--- src/rtl/audio_pkg.sv ---
// Shared types for the audio I2S transmit path: sample format, FSM states,
// slot width and the sample-to-slot-word mapping.
package audio_pkg;

  typedef logic signed [7:0] sample_t;

  typedef enum logic [1:0] {
    IDLE  = 2'd0,
    LEFT  = 2'd1,
    RIGHT = 2'd2
  } tx_state_t;

  localparam int SLOT_BITS = 16;

  // Left-justify the Q1.7 sample in a slot; the sign bit lands in the MSB.
  function automatic logic [SLOT_BITS-1:0] slot_word(input sample_t s);
    return {s, 8'h00};
  endfunction

endpackage

--- src/rtl/audio_i2s_tx_if.sv ---
// Sample stream into the I2S transmitter: one-cycle strobe plus ready.
interface audio_i2s_tx_if;
  import audio_pkg::*;

  logic    in_valid;
  sample_t in_data;
  logic    in_ready;

  modport master (output in_valid, output in_data, input in_ready);
  modport slave  (input in_valid, input in_data, output in_ready);
endinterface

--- src/rtl/audio_sample_fifo.sv ---
// Small synchronous sample FIFO with full/empty flags. Read data is
// show-ahead (head entry always visible) so the transmitter can pop and
// load its shift register in the same clock.
module audio_sample_fifo
  import audio_pkg::*;
#(
  parameter int DEPTH = 4
) (
  input  logic    clk,
  input  logic    rst_n,
  input  logic    wr_en,
  input  sample_t wr_data,
  input  logic    rd_en,
  output sample_t rd_data,
  output logic    full,
  output logic    empty
);

  localparam int AW = $clog2(DEPTH);
  localparam logic [AW:0] FULL_CNT = (AW + 1)'(DEPTH);

  sample_t       mem [DEPTH];
  logic [AW-1:0] wr_ptr_reg, rd_ptr_reg;
  logic [AW:0]   count_reg;
  logic          do_wr, do_rd;

  assign full    = (count_reg == FULL_CNT);
  assign empty   = (count_reg == '0);
  assign do_wr   = wr_en & ~full;
  assign do_rd   = rd_en & ~empty;
  assign rd_data = mem[rd_ptr_reg];

  // Storage array: written only, never reset.
  always_ff @(posedge clk) begin
    if (do_wr) mem[wr_ptr_reg] <= wr_data;
  end

  // Pointers and occupancy; a simultaneous push and pop leaves the count alone.
  always_ff @(posedge clk or negedge rst_n) begin
    if (!rst_n) begin
      wr_ptr_reg <= '0;
      rd_ptr_reg <= '0;
      count_reg  <= '0;
    end else begin
      if (do_wr) wr_ptr_reg <= wr_ptr_reg + 1'b1;
      if (do_rd) rd_ptr_reg <= rd_ptr_reg + 1'b1;
      case ({do_wr, do_rd})
        2'b10:   count_reg <= count_reg + 1'b1;
        2'b01:   count_reg <= count_reg - 1'b1;
        default: count_reg <= count_reg;
      endcase
    end
  end

endmodule

--- src/rtl/audio_i2s_tx.sv ---
// Mono-to-stereo I2S transmitter: buffers 8-bit samples and sends each one
// left-justified in a 16-bit left slot and again in the right slot.
// Optional feature macro: AUDIO_TX_MUTE_EN adds a mute input sampled at
// each left-slot start.
module audio_i2s_tx
  import audio_pkg::*;
#(
  parameter int CLK_DIV    = 4,
  parameter int FIFO_DEPTH = 4
) (
  input  logic                 clk,
  input  logic                 rst_n,
  audio_i2s_tx_if.slave        in_if,
`ifdef AUDIO_TX_MUTE_EN
  input  logic                 mute,
`endif
  output logic                 bclk,
  output logic                 lrclk,
  output logic                 sdata,
  output logic                 overflow,
  output logic                 underrun
);

  localparam logic [7:0] DIV_LAST = 8'(CLK_DIV - 1);

  tx_state_t            state_reg, state_next;
  logic [7:0]           div_cnt_reg;
  logic [3:0]           bit_cnt_reg;
  logic [SLOT_BITS-1:0] shift_reg;
  logic                 bclk_reg, lrclk_reg;
  sample_t              sample_reg;
  logic                 overflow_reg, underrun_reg;

  logic    fifo_full, fifo_empty, fifo_pop, fifo_push;
  sample_t fifo_rd_data;
  logic    half_tick, fall, slot_end, left_entry, mute_now;
  sample_t new_sample;

`ifdef AUDIO_TX_MUTE_EN
  assign mute_now = mute;
`else
  assign mute_now = 1'b0;
`endif

  assign in_if.in_ready = ~fifo_full;
  assign fifo_push      = in_if.in_valid & ~fifo_full;

  // A bclk falling transition is a half-period tick while bclk is high.
  assign half_tick = (state_reg != IDLE) && (div_cnt_reg == DIV_LAST);
  assign fall      = half_tick & bclk_reg;
  assign slot_end  = fall && (bit_cnt_reg == 4'd15);

  audio_sample_fifo #(.DEPTH(FIFO_DEPTH)) u_fifo (
    .clk     (clk),
    .rst_n   (rst_n),
    .wr_en   (fifo_push),
    .wr_data (in_if.in_data),
    .rd_en   (fifo_pop),
    .rd_data (fifo_rd_data),
    .full    (fifo_full),
    .empty   (fifo_empty)
  );

  // State register.
  always_ff @(posedge clk or negedge rst_n) begin
    if (!rst_n) state_reg <= IDLE;
    else        state_reg <= state_next;
  end

  // Next state: slots alternate forever once started; only reset reaches IDLE.
  always_comb begin
    state_next = state_reg;
    case (state_reg)
      IDLE:    if (!fifo_empty) state_next = LEFT;
      LEFT:    if (slot_end)    state_next = RIGHT;
      RIGHT:   if (slot_end)    state_next = LEFT;
      default: state_next = IDLE;
    endcase
  end

  // Outputs and frame-start controls: pop at every left-slot start, zeros when muted or starved.
  always_comb begin
    left_entry = ((state_reg == IDLE) && !fifo_empty) ||
                 ((state_reg == RIGHT) && slot_end);
    fifo_pop   = left_entry && !fifo_empty;
    new_sample = (fifo_empty || mute_now) ? sample_t'(0) : fifo_rd_data;
    bclk       = bclk_reg;
    lrclk      = lrclk_reg;
    sdata      = shift_reg[SLOT_BITS-1];
    overflow   = overflow_reg;
    underrun   = underrun_reg;
  end

  // Serialiser: bclk divider, bit counter and shift register; data moves on falling bclk only.
  always_ff @(posedge clk or negedge rst_n) begin
    if (!rst_n) begin
      div_cnt_reg <= '0;
      bit_cnt_reg <= '0;
      shift_reg   <= '0;
      bclk_reg    <= 1'b0;
      lrclk_reg   <= 1'b0;
      sample_reg  <= '0;
    end else if (left_entry) begin
      div_cnt_reg <= '0;
      bit_cnt_reg <= '0;
      bclk_reg    <= 1'b0;
      lrclk_reg   <= 1'b0;
      sample_reg  <= new_sample;
      shift_reg   <= slot_word(new_sample);
    end else if (state_reg != IDLE) begin
      if (half_tick) begin
        div_cnt_reg <= '0;
        bclk_reg    <= ~bclk_reg;
      end else begin
        div_cnt_reg <= div_cnt_reg + 8'd1;
      end
      if (fall) begin
        if (bit_cnt_reg == 4'd15) begin
          // End of left slot: repeat the same sample on the right.
          bit_cnt_reg <= '0;
          lrclk_reg   <= 1'b1;
          shift_reg   <= slot_word(sample_reg);
        end else begin
          bit_cnt_reg <= bit_cnt_reg + 4'd1;
          shift_reg   <= {shift_reg[SLOT_BITS-2:0], 1'b0};
        end
      end
    end
  end

  // Sticky error flags, cleared only by reset.
  always_ff @(posedge clk or negedge rst_n) begin
    if (!rst_n) begin
      overflow_reg <= 1'b0;
      underrun_reg <= 1'b0;
    end else begin
      if (in_if.in_valid && fifo_full)                     overflow_reg <= 1'b1;
      if ((state_reg == RIGHT) && slot_end && fifo_empty) underrun_reg <= 1'b1;
    end
  end

endmodule
--- src/flat_wrapper.sv ---
// flat-port wrapper written by rule: the top's interface ports become plain ports
module audio_i2s_tx_flat import audio_pkg::*;
#(
  parameter int CLK_DIV    = 4,
  parameter int FIFO_DEPTH = 4
)
  (clk, rst_n, bclk, lrclk, sdata, overflow, underrun, in_if_in_valid, in_if_in_data, in_if_in_ready);
  audio_i2s_tx_if in_if_i ();
  input  logic clk;
  input  logic rst_n;
  output logic bclk;
  output logic lrclk;
  output logic sdata;
  output logic overflow;
  output logic underrun;
  input wire logic [$bits(in_if_i.in_valid)-1:0] in_if_in_valid;
  input wire logic [$bits(in_if_i.in_data)-1:0] in_if_in_data;
  output wire logic [$bits(in_if_i.in_ready)-1:0] in_if_in_ready;
  assign in_if_i.in_valid = in_if_in_valid;
  assign in_if_i.in_data = in_if_in_data;
  assign in_if_in_ready = in_if_i.in_ready;
  audio_i2s_tx #(.CLK_DIV(CLK_DIV), .FIFO_DEPTH(FIFO_DEPTH)) u_core (.clk(clk), .rst_n(rst_n), .in_if(in_if_i), .bclk(bclk), .lrclk(lrclk), .sdata(sdata), .overflow(overflow), .underrun(underrun));
endmodule
--- config.mk ---
export PLATFORM = sky130hd
export DESIGN_NAME = audio_i2s_tx_flat
export DESIGN_NICKNAME = d
export VERILOG_FILES = /design/src/rtl/audio_pkg.sv /design/src/rtl/audio_i2s_tx_if.sv /design/src/rtl/audio_sample_fifo.sv /design/src/rtl/audio_i2s_tx.sv /design/src/flat_wrapper.sv
export SDC_FILE = /design/constraint.sdc
export NUM_CORES = 1
export LEC_CHECK = 0
export ABC_AREA = 1
export ABC_CLOCK_PERIOD_IN_PS = 4500
export CAP_MARGIN = 30
export CORE_ASPECT_RATIO = 2
export CORE_MARGIN = 2
export CORE_UTILIZATION = 58
export DETAILED_ROUTE_END_ITERATION = 8
export PLACE_DENSITY = 0.79
export SETUP_SLACK_MARGIN = 0.02
export SLEW_MARGIN = 15
export SYNTH_ARGS = -nofsm -noshare
export SYNTH_HDL_FRONTEND = slang
export SYNTH_SLANG_ARGS = --single-unit
export TNS_END_PERCENT = 1
--- constraint.sdc ---
create_clock -name clk -period 4.5 [get_ports clk]
set_clock_uncertainty 0.1 [all_clocks]
set_input_delay 0.9 -clock clk [delete_from_list [all_inputs] [get_ports clk]]
set_output_delay 0.9 -clock clk [all_outputs]
set_load 0.005 [all_outputs]
Yosys cells after proc, flatten, opt, wreduce, memory -nomap -nowiden
Memory sizes are Yosys's and may differ from the RTL's.
Index checks and enable logic that the tools add are counted.
{"block": "word_totals", "reg_bits": 49, "latch_bits": 0, "mem_bits_rw": 32, "romBits": 0, "in_bits": 11, "out_inout_bits": 6, "wordCells": 83, "memories": 1}
{"name": "u_core.u_fifo.mem", "depth": 4, "width": 8, "read_ports": 1, "rd_clocked_by_memory_dff": 0, "write_ports": 1, "line": "audio_sample_fifo.sv:22", "source": "sample_t mem [DEPTH];"}
{"block": "op_classes", "n_addsub": 6, "multipliers": 0, "div": 0, "n_lt_le_gt_ge": 0, "n_eq_ne": 10, "n_shift": 0, "mux": 26, "bitwise_logic": 7, "n_reduce_logical": 21}
{"op": "16-bit two-way mux", "count": 4}
{"op": "8-bit two-way mux", "count": 4}
{"op": "4-bit two-way mux", "count": 4}
{"op": "2-bit nonzero test", "count": 6}
{"op": "1-bit two-way mux", "count": 9}
{"op": "8-bit by 1-bit adder with 8-bit output, second input constant", "count": 1}
{"op": "8-bit by 2-bit equality test with 1-bit output, second input constant", "count": 1}
{"op": "1-bit logical AND", "count": 7}
{"op": "2-bit two-way mux", "count": 3}
{"op": "2-bit one-hot mux with 3 select lines", "count": 1}
{"op": "3-bit one-hot mux with 2 select lines", "count": 1}
{"op": "3-bit AND reduction", "count": 2}
{"op": "2-bit by 1-bit adder with 2-bit output, second input constant", "count": 2}
{"op": "4-bit by 1-bit adder with 4-bit output, second input constant", "count": 1}
{"op": "1-bit bitwise AND", "count": 4}
{"op": "2-bit by 1-bit equality test with 1-bit output, second input constant", "count": 2}
{"op": "2-bit equality test, second input constant", "count": 2}
{"op": "4-bit equality test, second input constant", "count": 1}
{"op": "2-bit by 1-bit inequality test with 1-bit output, second input constant", "count": 2}
{"op": "2-bit AND reduction", "count": 2}
{"op": "3-bit by 1-bit adder with 3-bit output, second input constant", "count": 1}
{"op": "3-bit equality test, second input constant", "count": 1}
{"op": "3-bit logical NOT", "count": 1}
{"op": "1-bit NOT", "count": 3}
{"op": "5 further kinds", "count": 5}

Longest topological paths before layout
Gate-level depths: netlist (run 1).
{"block": "depth", "depth_word": 10, "ltp_mapped": 14}

Cells and area by module
A second synthesis (run 1) with hierarchy kept.
{"block": "hier_totals", "cells_unflattened": 351, "hier_area_um2": 3415.8}
{"mod": "audio_sample_fifo", "instances": 1, "cells_each": 154, "area_each_um2": 1741.7, "seq_area_each_um2": 1136.1}
{"mod": "audio_i2s_tx", "instances": 1, "cells_each": 197, "area_each_um2": 1674.1, "seq_area_each_um2": 850.8}

Least setup slack after synthesis (run 1)
OpenSTA, ideal clock, no wires.
{"block": "synth_timing", "path_kind": "register -> register", "startpoint": "register u_core.div_cnt_reg[0]", "endpoint": "register u_core.u_fifo.count_reg[2]", "setup_time_ps": 131, "arrival_time_ps": 2149, "slack_ps": 2120, "stages_incl_launch_ff": 14, "n_path_buf": 0, "synth_period_minus_slack_ps": 2380, "cell_sequence": "dfrtp_1 -> ha_1 -> nand2_1 -> nor2_4 -> nand4_4 -> nand2_8 -> nand2_2 -> inv_2 -> ha_1 -> inv_1 -> fa_1 -> a21oi_1 -> o21ai_0 -> xor2_1"}
{"block": "synth_via", "elab_chain_cells": 10, "elab_cells_between_ends": 12, "cone_classes": "3 x eq/ne; 1 x mux; 2 x bitwise; 6 x reduce/logical"}
{"item": "start: declaration", "line": "audio_i2s_tx.sv:27", "source": "logic [7:0] div_cnt_reg;"}
{"item": "start signal: assignment", "line": "audio_i2s_tx.sv:115", "source": "div_cnt_reg <= div_cnt_reg + 8'd1;"}
{"item": "8-bit by 2-bit equality test with 1-bit output *", "line": "audio_i2s_tx.sv:49", "source": "assign half_tick = (state_reg != IDLE) && (div_cnt_reg == DIV_LAST);"}
{"item": "1-bit logical AND *", "line": "audio_i2s_tx.sv:49"}
{"item": "1-bit bitwise AND *", "line": "audio_i2s_tx.sv:50", "source": "assign fall = half_tick & bclk_reg;"}
{"item": "1-bit logical AND *", "line": "audio_i2s_tx.sv:51", "source": "assign slot_end = fall && (bit_cnt_reg == 4'd15);"}
{"item": "1-bit logical AND *", "line": "audio_i2s_tx.sv:84", "source": "((state_reg == RIGHT) && slot_end);"}
{"item": "1-bit logical OR *", "line": "audio_i2s_tx.sv:83", "source": "left_entry = ((state_reg == IDLE) && !fifo_empty) ||"}
{"item": "1-bit logical AND *", "line": "audio_i2s_tx.sv:85", "source": "fifo_pop = left_entry && !fifo_empty;"}
{"item": "1-bit bitwise AND *", "line": "audio_sample_fifo.sv:30", "source": "assign do_rd = rd_en & ~empty;"}
{"item": "via u_core.u_fifo.do_rd", "line": "audio_sample_fifo.sv:25", "source": "logic do_wr, do_rd;"}
{"item": "2-bit by 1-bit equality test with 1-bit output or 2-bit equality test (tied branches)", "line": "audio_sample_fifo.sv:47", "source": "case ({do_wr, do_rd})"}
{"item": "3-bit one-hot mux with 2 select lines or 2-bit nonzero test (tied branches)"}
{"item": "end signal: assignment", "line": "audio_sample_fifo.sv:48", "source": "2'b10: count_reg <= count_reg + 1'b1;"}
{"item": "end signal: assignment", "line": "audio_sample_fifo.sv:49", "source": "2'b01: count_reg <= count_reg - 1'b1;"}
{"item": "end signal: assignment", "line": "audio_sample_fifo.sv:50", "source": "default: count_reg <= count_reg;"}
{"item": "end: declaration", "line": "audio_sample_fifo.sv:24", "source": "logic [AW:0] count_reg;"}
Mark *: on every way through the listed nets, which the timed path passes. The rest lies on a longest branch.
A chain may end at the register's enable or synchronous reset.

Worst setup path after layout (run 1)
{"block": "layout_timing", "startpoint": "register u_core.u_fifo.count_reg[0]", "endpoint": "register u_core.u_fifo.count_reg[2]"}
{"block": "layout_via", "elab_chain_cells": 8, "elab_cells_between_ends": 17, "cone_classes": "2 x add/sub; 3 x eq/ne; 1 x mux; 5 x bitwise; 6 x reduce/logical"}
{"item": "3-bit logical NOT *", "line": "audio_sample_fifo.sv:28", "source": "assign empty = (count_reg == '0);"}
{"item": "1-bit logical NOT"}
{"item": "1-bit logical AND", "line": "audio_i2s_tx.sv:83"}
{"item": "1-bit logical OR", "line": "audio_i2s_tx.sv:83"}
{"item": "1-bit logical AND", "line": "audio_i2s_tx.sv:85"}
{"item": "1-bit bitwise AND *", "line": "audio_sample_fifo.sv:30"}
{"item": "via u_core.u_fifo.do_rd", "line": "audio_sample_fifo.sv:25"}
{"item": "2-bit by 1-bit equality test with 1-bit output or 2-bit equality test (tied branches)", "line": "audio_sample_fifo.sv:47"}
{"item": "3-bit one-hot mux with 2 select lines or 2-bit nonzero test (tied branches)"}
Marked as above.

==> flow_summary.yaml, run 1 <==
cells_and_area:
  largest_reg_flops: 32
  antenna_cells: 0
  nNetsFinal: 369
  drive_gt1_frac: 0.138
  final-seq-area_um2: 1990
  largest-register: "u_core.u_fifo.mem"
  layout-area-overhead-vs-synth_pct: 13.5
  postLayoutCellArea_um2: 3880
  area_of_combinational_cells_with_multiple_inputs_um2: 1210
  fillers: 446
sta:
  hold-worst-slack_ns: 0.337
  timing.fmax_ghz: 0.368
  timing.final.ws_setup_ns: 1.78
  post-route-period-util: 0.604
  finalWorstPathRequiredPeriod_ns: 2.72
  worstMarginPinSlew_ns: 0.740
  rsz0062_at_grt: "false"
  final.setup.tns_ns: 0
  report.final.hold_viol_count: 0
  setup_viol: 0
  final_max_slew_viol_count: 0
  timing.slew.headroom: 0.505
synthesis:
  post_synth_num_cell_types: 32
  netlist_instances: 331
  synth_area_leaders: "dfrtp_1 (30%), edfxtp_1 (28%), nand2_1 (5.7%)"
  synthDominantAreaCellType: "dfrtp_1"
  ys_seq_elements: 73
  syn-mean-instance-area_um2: 10.3
  synth_most_common_cell: "nand2_1"
  synth_seq_area_share: 0.581
  synth_largest_type_area_fraction: 0.300
  synthArstFlopShare: 0.562
  mappedNetlistNets: 350
  synth_enable_flop_cells: 32
  synth_flop_cell: "dfrtp_1"
  synth-warning-count: 0
  synth_cell_count_leaders: "nand2_1 (52), dfrtp_1 (41), nor2_1 (38)"
  mappedNetlistArea_um2: 3420
power_and_ir_drop:
  max-vdd-ir-drop_mv: 0.429
  pwr_density_cell_nw_per_um2: 436
  total_leakage_power_nw: 1.72
  finalPower_mw: 1.69
clock_network:
  post_cts_resized: 0
  cts.htree.levels: 3
  cts-root-buf: "clkbuf_16"
  insertion_delay_ns: 0.33
  cts.sink_count: 73
  clock_tree_from_tritoncts: "done"
  holdBufCountCts: 0
  cts-buffers-inserted: 9
  post_cts_buffers: 0
  number_of_buffers_on_the_longest_clock_path: 2
  clkTransAtPathRegs_ns: 0.05
grt:
  grt_pass1_wl_um: 10300
  grt_pass1_vias: 2290
  grt_antenna_before_repair: 0
  grt.total_usage: 0.207
  grt.overflow.total: 0
  grt_start_max_net_pins: 42
placement:
  hpwlAfterDp_um: 4100
  place.gp.congestion: 0.809
  portBuffers: 16
  placement.cell_area_um2: 3580
  detailedPlace.worstSlack_ns: 1.66
worst_setup_path:
  critPathArrivalTime_ns: 2.82
  regToRegSetupSlack_ns: 1.78
  worst-path-max-fanout: 19
  type_of_the_worst_setup_path: "reg -> reg"
  startpoint_type: "flip-flop"
  worstPathRequired_ns: 4.60
  crit_path_end_kind: "flip-flop"
drt:
  wire_per_inst_um: 13.8
  antenna_nets_post_route: 0
  drt-total-wl_um: 5750
  firstDrtPassIters: 4
  dr_total_vias: 2261
  remaining_design_rule_violation_count: 0
  detail_route.iter0.violations: 86
  routed_via_density: 5.44
job:
  maxCapViolCount: 0
die:
  num_rows: 39
  core_region_area_um2: 5710
  fp.dieH_um: 113
  initial_utilization: 0.599
  boundaryPins: 17
  floorplan.die_area_um2: 6560
  die_x_um: 58.3
min_path:
  min_path_type: "in -> async"
status:
  status: "finished, final reports clean"
==> worst max-delay path, stage by stage (launching register included) <==
cell     delay [ns]
dfrtp_1        0.38
nor2_1         0.08
nand2_1        0.38
nand2_2        0.26
nand2_8        0.23
nand2_2        0.10
inv_2          0.08
ha_1           0.13
inv_1          0.06
fa_1           0.37
a21oi_1        0.14
o21ai_0        0.11
xor2_1         0.16
==> cell usage in the layout (no fill, tap or decap), types with 3 or more instances in the layout <==
master and count:
nor3_1 3, clkbuf_16 9, nand3_1 15, xor2_1 5
nor2_1 38, nand2_2 3, dfrtp_1 41, xnor2_1 3
clkbuf_1 3, ha_1 7, o21ai_0 35, o22ai_1 7
inv_1 37, nor2_4 3, clkdlybuf4s50_1 15, nand3_2 18
nand2_1 52, a21oi_1 6, edfxtp_1 32
==> layout make-up <==
type	count	share of cell area
well taps	61	0.0197
clock inverters	4	0.0113
multi-input cells	209	0.312
repair buffers	17	0.0451
clock buffers	12	0.0609
flip-flops and latches	73	0.512
inverters	40	0.0393
==> where the power goes <==
| group | internal (mW) | total, mW | switching (mW) |
|---|---|---|---|
| Sequential | 0.786 | 0.816 | 0.0301 |
| Clock | 0.425 | 0.675 | 0.250 |
| Combinational | 0.0675 | 0.199 | 0.132 |
==> worst paths after layout <==
path | startpoint | end | cells after the start
worst min register to register | u_core.overflow$_DFFE_PN0P_ | u_core.overflow$_DFFE_PN0P_ | 1
worst max-delay path | u_core.u_fifo.count_reg[0]$_DFFE_PN0P_ | u_core.u_fifo.count_reg[2]$_DFFE_PN0P_ | 12
max in group asynchronous | rst_n | u_core.shift_reg[9]$_DFFE_PN0P_ | 2
worst min-delay path | rst_n | u_core.div_cnt_reg[5]$_DFFE_PN0P_ | 1
worst max register to register | u_core.u_fifo.count_reg[0]$_DFFE_PN0P_ | u_core.u_fifo.count_reg[2]$_DFFE_PN0P_ | 12
min in group clk | u_core.overflow$_DFFE_PN0P_ | u_core.overflow$_DFFE_PN0P_ | 1
==> routing by layer <==
metal / track usage / vias to the layer above / share of wire
met5: 0 / - / 0
met2: 0.354 / 34 / 0.56
li1: - / 1137 / -
met1: 0.227 / 1079 / 0.39
met3: 0.0495 / 11 / 0.031
met4: 0.116 / 0 / 0.022
==> kinds of logic (layout without fill, tap and decap cells) <==
logic type,Yosys count,after routing,synth area share
AO/OA/AOI/OAI,54,54,0.0856
XOR/XNOR,8,8,0.0205
adder cells (fa/ha/maj),8,8,0.0315
buffers and inverters,49,73,0.0655
flip-flops,73,73,0.581
AND/OR/NAND/NOR,139,139,0.216
==> stage by stage <==
stage                      util  std cells
after floorplan               -        331
after global placement    0.627        399
after detailed placement  0.627        399
after CTS                 0.676        415
after global routing      0.680        416
final                     0.680        416
(Power assumes the default switching activity.)
==> run 2, diff against run 1 <==
--- a/config.mk
+++ b/config.mk
@@ -6,13 +6,13 @@
 export NUM_CORES = 1
 export LEC_CHECK = 0
 export ABC_AREA = 1
-export ABC_CLOCK_PERIOD_IN_PS = 4500
+export ABC_CLOCK_PERIOD_IN_PS = 2200
 export CAP_MARGIN = 30
 export CORE_ASPECT_RATIO = 2
 export CORE_MARGIN = 2
-export CORE_UTILIZATION = 58
+export CORE_UTILIZATION = 54
 export DETAILED_ROUTE_END_ITERATION = 8
-export PLACE_DENSITY = 0.79
+export PLACE_DENSITY = 0.78
 export SETUP_SLACK_MARGIN = 0.02
 export SLEW_MARGIN = 15
 export SYNTH_ARGS = -nofsm -noshare
==> constraint.sdc (replaced) <==
create_clock -name clk -period 2.2 [get_ports clk]
set_clock_uncertainty 0.1 [all_clocks]
set_input_delay 0.44 -clock clk [delete_from_list [all_inputs] [get_ports clk]]
set_output_delay 0.44 -clock clk [all_outputs]
set_load 0.005 [all_outputs]
==> run 2 against run 1 <==
Against the previous run:
- the flow now finishes with violations (negative setup slack)
- sequential share of layout area is 3.4 points lower
- combinational power grew to 2.6 times the previous value
- critical endpoint unchanged
- die area is 7.0% higher
- critical path type unchanged
- largest cell class unchanged
- highest routed layer unchanged
- power is 110% higher
==> flow_summary.yaml, run 2 (same netlist as run 1, synthesis figures left out) <==
status:
  status: "complete, but fails checks"
  violations_in_the_final_reports: "negative setup slack"
power_and_ir_drop:
  sw_frac_of_total: 0.265
  p_seq_frac: 0.469
  pwr_density_cell_nw_per_um2: 857
  share_comb_of_total_power: 0.147
  finalPower_mw: 3.56
  clkPwrFrac: 0.384
  power.switching_uw: 944
  max-vdd-ir-drop_mv: 0.712
  total_leakage_power_nw: 1.85
  intPower_mw: 2.62
drt:
  wire_per_inst_um: 14.6
  firstDrtPassIters: 4
  detail_route.iter0.violations: 202
  drt-total-wl_um: 6820
  routed_via_density: 5.24
  remaining_design_rule_violation_count: 0
  antenna_nets_post_route: 0
  dr_total_vias: 2451
placement:
  numPlacedInstances: 446
  hpwlAfterDp_um: 4680
  placement.cell_area_um2: 3800
  portBuffers: 16
  place.gp.congestion: 0.836
sta:
  final_max_slew_viol_count: 0
  report.final.hold_viol_count: 0
  rsz0062_at_grt: "true"
  timing.fmax_ghz: 0.451
  setup_viol: 1
  worstMarginPinSlew_ns: 0.505
  hold-worst-slack_ns: 0.0668
  timing.slew.headroom: 0.663
  timing.final.ws_setup_ns: -0.0170
  finalWorstPathRequiredPeriod_ns: 2.22
  post-route-period-util: 1.01
worst_setup_path:
  path_cells: "ha_2 -> nand2_2 -> nor2_4 -> nand4_4 -> nand2_8 -> nand2_4 -> inv_4 -> ha_4 -> inv_2 -> fa_2 -> a21oi_2 -> o21ai_1 -> xor2_1"
  worst_r2r_path_depth: 13
  crit_path_end: "u_core.u_fifo.count_reg[2]$_DFFE_PN0P_"
  timing.critical_path.max_delay_family: "adder cells"
  critPathLaunch: "u_core.bit_cnt_reg[0]$_DFFE_PN0P_"
  worst-path-max-fanout: 3
  critPathArrivalTime_ns: 2.32
  cp_num_cells: 13
  regToRegSetupSlack_ns: -0.02
  crit_path_end_kind: "flip-flop"
  type_of_the_worst_setup_path: "reg -> reg"
  worst_r2r_endpoint: "u_core.u_fifo.count_reg[2]$_DFFE_PN0P_"
  startpoint_type: "flip-flop"
  critical_path.slowest_cell: "dfrtp_1"
  start_of_the_worst_register_to_register_path: "u_core.bit_cnt_reg[0]$_DFFE_PN0P_"
  cp_max_stage_delay_ns: 0.36
  crit_buf_inv: 2
  worstPathRequired_ns: 2.30
clock_network:
  clock_tree_from_tritoncts: "done"
  holdBufCountCts: 0
  cts.sink_count: 73
  cts-buffers-inserted: 9
  number_of_buffers_on_the_longest_clock_path: 2
  cts-root-buf: "clkbuf_16"
  clkTransAtPathRegs_ns: 0.06
  cts.htree.levels: 3
  insertion_delay_ns: 0.33
grt:
  grt.overflow.total: 0
  grt_pass1_wl_um: 11500
  grt_pass1_vias: 2505
  grt_start_max_net_pins: 42
  grt.total_usage: 0.224
  grt_antenna_before_repair: 0
cells_and_area:
  largest-register: "u_core.u_fifo.mem"
  drive_gt1_frac: 0.238
  nNetsFinal: 396
  fillers: 477
  postLayoutCellArea_um2: 4150
  stdcell_count: 468
  final-seq-area_um2: 1990
  final_cell_mix: "nand2_1 (49), dfrtp_1 (41), inv_1 (36), nor2_1 (36), o21ai_0 (33)"
  antenna_cells: 0
  final_common_cell: "nand2_1"
  layout.core_utilization: 0.669
  largest_reg_flops: 32
  layout-area-overhead-vs-synth_pct: 21.5
  area_of_combinational_cells_with_multiple_inputs_um2: 1250
die:
  floorplan.die_area_um2: 7020
  die_x_um: 60.3
  initial_utilization: 0.551
  core_region_area_um2: 6210
  boundaryPins: 17
  fp.dieH_um: 117
  num_rows: 41
job:
  maxCapViolCount: 0
min_path:
  min_path_type: "in -> async"
==> run 2: worst min path at each step <==
stage	end	slack [ns]	cells after the start
after floorplan	u_core.bclk$_DFFE_PN0P_	0.04	0
after global placement	u_core.overflow$_DFFE_PN0P_	0.36	1
after detailed placement	u_core.overflow$_DFFE_PN0P_	0.37	1
after CTS	u_core.sample_reg[4]$_DFFE_PN0P_	0.08	2
after global routing	u_core.sample_reg[4]$_DFFE_PN0P_	0.1	2
final	u_core.sample_reg[4]$_DFFE_PN0P_	0.07	2
==> run 2: stage by stage <==
step | TNS [ns] | worst slack (ns)
after floorplan | -0.0500 | -0.0500
after global placement | 0 | 0.0334
after detailed placement | -0.0590 | -0.0590
after CTS | 0 | 0.0162
after global routing | -0.140 | -0.140
final | -0.0170 | -0.0170
==> run 2: power by group through the flow <==
| stage | registers (mW) | clock network [mW] | logic, mW |
|---|---|---|---|
| global route | 1.69 | 1.45 | 0.592 |
| global placement | 1.68 | 0 | 0.481 |
| detailed placement | 1.69 | 0 | 0.510 |
| CTS | 1.67 | 1.40 | 0.522 |
| finish | 1.67 | 1.37 | 0.523 |
| floorplan | 1.68 | 0 | 0.305 |
==> run 2: what timing repair did <==
| item | 4_1_cts | 5_1_grt |
|---|---|---|
| gates resized for setup | 5 | 3 |
| setup buffers | 5 | 1 |
| setup endpoints to repair | 1 | 2 |
| pin swaps | 9 | 3 |
==> run 2: per-layer routing <==
layer	part of all wire	wire length, um	vias to the layer above	GRT usage
li1	-	-	1195	-
met1	0.38	2610	1186	0.261
met2	0.55	3780	55	0.370
met3	0.041	279	15	0.0609
met4	0.023	155	0	0.111
met5	0	0	-	0
==> run 2: area by class of cell <==
| type | count | share of cell area |
|---|---|---|
| clock buffers | 10 | 0.0575 |
| clock inverters | 6 | 0.0120 |
| repair buffers | 44 | 0.0880 |
| flip-flops and latches | 73 | 0.478 |
| multi-input cells | 209 | 0.301 |
| well taps | 86 | 0.0259 |
| inverters | 40 | 0.0373 |
